==> src/rtl/l1d_tag_update_sequencer.sv <==
// L1D tag update sequencer: arbitrates line-fill and invalidate requests
// from the L2 side and turns each into a lookup cycle followed by a single
// tag-update cycle on the tag stage, so it is the only writer of the tags.
module l1d_tag_update_sequencer #(
    parameter  int NUM_WAYS  = 4,
    parameter  int NUM_SETS  = 64,
    parameter  int TAG_WIDTH = 20,
    localparam int WAY_BITS  = $clog2(NUM_WAYS),
    localparam int SET_BITS  = $clog2(NUM_SETS)
) (
    input  logic                          clk,
    input  logic                          reset,
    input  logic                          fill_req_valid,
    output logic                          fill_req_ready,
    input  logic [SET_BITS-1:0]           fill_req_set,
    input  logic [TAG_WIDTH-1:0]          fill_req_tag,
    input  logic                          inval_req_valid,
    output logic                          inval_req_ready,
    input  logic [SET_BITS-1:0]           inval_req_set,
    input  logic [TAG_WIDTH-1:0]          inval_req_tag,
    output logic                          lru_fill_en,
    output logic [SET_BITS-1:0]           lru_fill_set,
    input  logic [WAY_BITS-1:0]           lru_fill_way,
    output logic                          snoop_en,
    output logic [SET_BITS-1:0]           snoop_set,
    input  logic [NUM_WAYS-1:0]           snoop_valid,
    input  logic [NUM_WAYS*TAG_WIDTH-1:0] snoop_tag,
    output logic [NUM_WAYS-1:0]           tag_update_en_oh,
    output logic [SET_BITS-1:0]           tag_update_set,
    output logic [TAG_WIDTH-1:0]          tag_update_tag,
    output logic                          tag_update_valid,
    output logic                          fill_done,
    output logic [WAY_BITS-1:0]           fill_done_way,
    output logic                          inval_done,
    output logic                          inval_hit,
    output logic                          busy
);

    typedef enum logic [2:0] {
        IDLE        = 3'd0,
        FILL_LOOKUP = 3'd1,
        FILL_WRITE  = 3'd2,
        INV_LOOKUP  = 3'd3,
        INV_WRITE   = 3'd4
    } state_t;

    // last_grant encoding: 0 = fill was granted last, 1 = invalidate was.
    localparam logic GRANT_FILL  = 1'b0;
    localparam logic GRANT_INVAL = 1'b1;

    state_t               state_q, state_d;
    logic                 last_grant_q, last_grant_d;
    logic [SET_BITS-1:0]  req_set_q, req_set_d;
    logic [TAG_WIDTH-1:0] req_tag_q, req_tag_d;

    logic                 grant_fill, grant_inval;
    logic [NUM_WAYS-1:0]  hit;
    logic [WAY_BITS-1:0]  hit_way;
    logic [WAY_BITS-1:0]  fill_way;
    logic [NUM_WAYS-1:0]  fill_way_oh;

    // Round-robin grant between the two requesters, only while idle.
    always_comb begin
        grant_fill  = 1'b0;
        grant_inval = 1'b0;
        if (state_q == IDLE) begin
            grant_inval = inval_req_valid &
                          (!fill_req_valid || last_grant_q == GRANT_FILL);
            grant_fill  = fill_req_valid &
                          (!inval_req_valid || last_grant_q == GRANT_INVAL);
        end
    end

    // Tag compare against the captured request and victim-way selection.
    always_comb begin
        hit         = '0;
        hit_way     = '0;
        fill_way_oh = '0;
        for (int w = 0; w < NUM_WAYS; w++) begin
            hit[w] = snoop_valid[w] &&
                     (snoop_tag[w*TAG_WIDTH +: TAG_WIDTH] == req_tag_q);
        end
        // Scan downward so the lowest-indexed hit wins.
        for (int w = NUM_WAYS - 1; w >= 0; w--) begin
            if (hit[w]) hit_way = WAY_BITS'(w);
        end
        // Re-use an existing copy of the tag so a set never holds duplicates.
        fill_way              = (|hit) ? hit_way : lru_fill_way;
        fill_way_oh[fill_way] = 1'b1;
    end

    // State, arbitration history and captured request registers.
    always_ff @(posedge clk) begin
        if (!reset) begin
            state_q      <= IDLE;
            last_grant_q <= GRANT_FILL;
        end else begin
            state_q      <= state_d;
            last_grant_q <= last_grant_d;
        end
        req_set_q <= req_set_d;
        req_tag_q <= req_tag_d;
    end

    // Next-state and capture logic.
    always_comb begin
        state_d      = state_q;
        last_grant_d = last_grant_q;
        req_set_d    = req_set_q;
        req_tag_d    = req_tag_q;
        case (state_q)
            IDLE: begin
                if (grant_inval) begin
                    state_d      = INV_LOOKUP;
                    last_grant_d = GRANT_INVAL;
                    req_set_d    = inval_req_set;
                    req_tag_d    = inval_req_tag;
                end else if (grant_fill) begin
                    state_d      = FILL_LOOKUP;
                    last_grant_d = GRANT_FILL;
                    req_set_d    = fill_req_set;
                    req_tag_d    = fill_req_tag;
                end
            end
            FILL_LOOKUP: state_d = FILL_WRITE;
            FILL_WRITE:  state_d = IDLE;
            INV_LOOKUP:  state_d = INV_WRITE;
            INV_WRITE:   state_d = IDLE;
            default:     state_d = IDLE;
        endcase
    end

    // Output decode; everything is forced low while reset is held.
    always_comb begin
        fill_req_ready   = 1'b0;
        inval_req_ready  = 1'b0;
        lru_fill_en      = 1'b0;
        lru_fill_set     = '0;
        snoop_en         = 1'b0;
        snoop_set        = '0;
        tag_update_en_oh = '0;
        tag_update_set   = '0;
        tag_update_tag   = '0;
        tag_update_valid = 1'b0;
        fill_done        = 1'b0;
        fill_done_way    = '0;
        inval_done       = 1'b0;
        inval_hit        = 1'b0;
        busy             = 1'b0;
        if (reset) begin
            busy = (state_q != IDLE);
            case (state_q)
                IDLE: begin
                    fill_req_ready  = grant_fill;
                    inval_req_ready = grant_inval;
                end
                FILL_LOOKUP: begin
                    lru_fill_en  = 1'b1;
                    lru_fill_set = req_set_q;
                    snoop_en     = 1'b1;
                    snoop_set    = req_set_q;
                end
                FILL_WRITE: begin
                    tag_update_en_oh = fill_way_oh;
                    tag_update_set   = req_set_q;
                    tag_update_tag   = req_tag_q;
                    tag_update_valid = 1'b1;
                    fill_done        = 1'b1;
                    fill_done_way    = fill_way;
                end
                INV_LOOKUP: begin
                    snoop_en  = 1'b1;
                    snoop_set = req_set_q;
                end
                INV_WRITE: begin
                    tag_update_en_oh = hit;
                    tag_update_set   = req_set_q;
                    tag_update_tag   = req_tag_q;
                    inval_done       = 1'b1;
                    inval_hit        = |hit;
                end
                default: ;
            endcase
        end
    end

endmodule

==> config.mk <==
export PLATFORM = sky130hd
export DESIGN_NAME = l1d_tag_update_sequencer
export DESIGN_NICKNAME = d
export VERILOG_FILES = /design/src/rtl/l1d_tag_update_sequencer.sv
export SDC_FILE = /design/constraint.sdc
export NUM_CORES = 1
export LEC_CHECK = 0
export CORE_MARGIN = 4
export CORE_UTILIZATION = 35
export DETAILED_ROUTE_END_ITERATION = 8
export MAX_ROUTING_LAYER = met4
export PLACE_DENSITY = 0.79
export SKIP_LAST_GASP = 1
export SLEW_MARGIN = 10
export SYNTH_ARGS = -nofsm -noshare
export SYNTH_HDL_FRONTEND = slang
export SYNTH_SLANG_ARGS = --single-unit
==> constraint.sdc <==
create_clock -name clk -period 9.1 [get_ports clk]
set_input_delay 2.73 -clock clk [delete_from_list [all_inputs] [get_ports clk]]
set_output_delay 2.73 -clock clk [all_outputs]
set_load 0.005 [all_outputs]
==> results.py <==
metrics = {
    "power_and_ir_drop": {
        "pwr_density_cell_nw_per_um2": 117,
        "leakagePower_nw": 1.65,
        "peakVddDrop_mv": 0.0994,
    },
    "critical_path": {
        "reg2regPathDepth": 3,
        "crit_fanout": 3,
        "cp-end-kind": "output pin",
        "startpoint_type": "input port",
        "critPathKind": "in2out",
        "critPathArrivalTime_ns": 5.56,
        "worstPathRequired_ns": 6.37,
    },
    "timing": {
        "maxSlewHeadroom_pct": 25.1,
        "period_share_pct": 91.1,
        "maxSlewViolCount": 0,
        "setup_viol": 0,
        "rsz0062_at_grt": "false",
        "max_freq_mhz": 121,
        "hold_violations": 0,
        "fin_worst_skew_ns": 0.00289,
        "worst_pin_slew_ns": 1.12,
        "setup-tns-final_ns": 0,
        "period_needed_ns": 8.29,
    },
    "cells_and_area": {
        "fin_cells": 577,
        "fillers": 680,
        "multi_input_area_um2": 1840,
        "nNetsFinal": 616,
        "antennaDiodeCount": 0,
        "drive_above_1_share_pct": 9.47,
        "seq_area_um2": 861,
        "syn2layout_area_growth_pct": 69.8,
    },
    "yosys": {
        "yosysTopAreaCellShare_pct": 27.1,
        "ys_types": 46,
        "synth-compound-area-share_pct": 3.39,
        "synth-simple-area-share_pct": 25.6,
        "synth_cells": 296,
        "syn_avg_cell_area_um2": 9.73,
        "yosys.area.top_type": "edfxtp_1",
        "synth.net_count": 438,
        "synth_fa_ha_area_share_pct": 0,
        "synth_xor_area_share_pct": 24.6,
        "synth_area_leaders": "edfxtp_1, xnor2_1, mux2_2",
        "synth_top_flop_cell": "edfxtp_1",
        "yosysSeqAreaShare_pct": 29.9,
        "async_reset_ff_share_pct": 0,
        "ys_seq_elements": 30,
        "synth_most_common_cell": "xnor2_1",
        "synth-edff-count": 26,
        "synth_mux_area_share_pct": 10.2,
        "synth_warnings": 0,
        "synth_commonest_cells": "xnor2_1, nor2b_1, xor2_1, edfxtp_1, mux2_2",
        "syn_area_um2": 2880,
        "synth_top_family_by_area": "simple AND/OR/NAND/NOR gates",
    },
    "floorplan": {
        "dieArea_um2": 9740,
        "coreArea_um2": 7850,
        "initial_core_util_pct": 36.7,
        "die_w_um": 98.7,
        "die_y_um": 98.7,
        "io_pins": 195,
        "rows": 32,
    },
    "global_route": {
        "grt_max_degree": 29,
        "grt_pass1_vias": 3037,
        "track_usage_pct": 22.0,
        "antenna_found_initial": 0,
        "grt_pass1_wl_um": 16000,
        "grt_overflow": 0,
    },
    "cts": {
        "cts_made_buffers": 5,
        "clk_latency_ns": 0.28,
        "htree_levels": 2,
        "ctsLongestPathBuffers": 2,
        "ctsHoldBuffers": 0,
        "cts_tree": "yes",
        "path_clk_slew_ns": 0.07,
        "clockRootBuffer": "clkbuf_8",
        "post-cts-setup-buffers": 0,
        "clock_sinks": 30,
        "post_cts_resized": 0,
    },
    "placement": {
        "hpwl_um": 8950,
        "place_congestion": 0.941,
        "placed_cells": 569,
        "io_buffers": 194,
    },
    "drt": {
        "firstDrtPassIters": 4,
        "route.antenna.remaining_nets": 0,
        "finalWirelength_um": 10700,
        "vias": 2878,
        "drcViolationCount": 0,
        "drt_iter0_drc": 104,
        "vias_per_cell": 4.99,
        "wl_per_cell_um": 18.6,
    },
    "hold_path": {
        "whs_path_depth": 2,
        "hold_class": "reg2reg",
    },
    "job": {
        "max_cap_violations": 0,
    },
    "status": {
        "status": "completed",
    },
}
## flip-flops by register name, summed over array words and instances (netlist names)
| register | flops |
|---|---|
| last_grant_q | 1 |
| req_tag_q | 20 |
| req_set_q | 6 |
| state_q | 3 |
## path summary, 6_finish.rpt
kind / from / end / slack, ns
setup reg to reg: state_q[0] / req_tag_q[16] / 6.93
hold reg to reg: last_grant_q / last_grant_q / 0.50
hold / removal: last_grant_q / last_grant_q / 0.50
setup / recovery: snoop_tag[14] / tag_update_en_oh[0] / 0.81
## cell usage in the layout (no fill, tap or decap), types with 2 or more instances in the layout
| cell | n |
|---|---|
| clkdlybuf4s50_1 | 194 |
| xnor2_1 | 52 |
| nor2b_1 | 28 |
| xor2_1 | 27 |
| mux2_2 | 26 |
| edfxtp_1 | 26 |
| nand4_1 | 16 |
| and2_1 | 13 |
| nor4_1 | 12 |
| nand2_1 | 11 |
| nand3_1 | 9 |
| nor2_1 | 8 |
| clkbuf_8 | 5 |
| inv_1 | 4 |
| dfxtp_1 | 4 |
| o21ai_0 | 2 |
| or4b_1 | 2 |
| nor4b_1 | 2 |
| nand3b_1 | 2 |
| or4_1 | 2 |
| buf_4 | 2 |
## report_power, final
part	internal, mW	total (mW)	switching (mW)	leakage, nW
clock	0.0523	0.104	0.0520	0.0416
combinational	0.151	0.246	0.0948	1.32
sequential	0.180	0.224	0.0437	0.285
total	0.383	0.574	0.191	1.65
## per-layer routing
metal	vias to the layer above	part of all wire [%]	GRT usage, %
li1	1388	-	-
met1	1326	40	25.6
met2	142	49	37.6
met3	22	7.5	4.46
met4	0	2.7	7.88
met5	-	0	-
## metrics by stage
stage / setup slack (ns) / area (um2) / total power [mW] / utilization, % / hold slack, ns
CTS: 0.794 / 4890 / 0.578 / 62.3 / 0.497
global placement: 0.767 / 4800 / 0.467 / 61.2 / 0.462
detailed placement: 0.809 / 4800 / 0.472 / 61.2 / 0.488
finish: 0.809 / 4890 / 0.574 / 62.3 / 0.497
global route: 0.598 / 4890 / 0.607 / 62.3 / 0.535
floorplan: 2.15 / 2880 / 0.354 / - / 0.450
## layout make-up
class                   instances  area share [%]
well taps                     102            2.61
inverters                       5           0.384
repair buffers                196            40.0
clock inverters                 3           0.333
clock buffers                   5            1.41
multi-input cells             236            37.6
flip-flops and latches         30            17.6
## critical path, cell delays in order
cell	delay, ns
clkdlybuf4s50_1	0.41
xor2_1	0.15
nor4_1	0.25
or3b_1	0.39
nor4_1	0.57
a41oi_1	0.19
nand2_1	0.14
a21boi_1	0.18
clkdlybuf4s50_1	0.53
## cell families after synthesis
| kind of cell | after synthesis |
|---|---|
| XOR/XNOR | 80 |
| AND/OR/NAND/NOR | 118 |
| AO/OA/AOI/OAI | 12 |
| buffers and inverters | 30 |
| flip-flops | 30 |
| multiplexers | 26 |
Power figures use the tool's default switching activity.
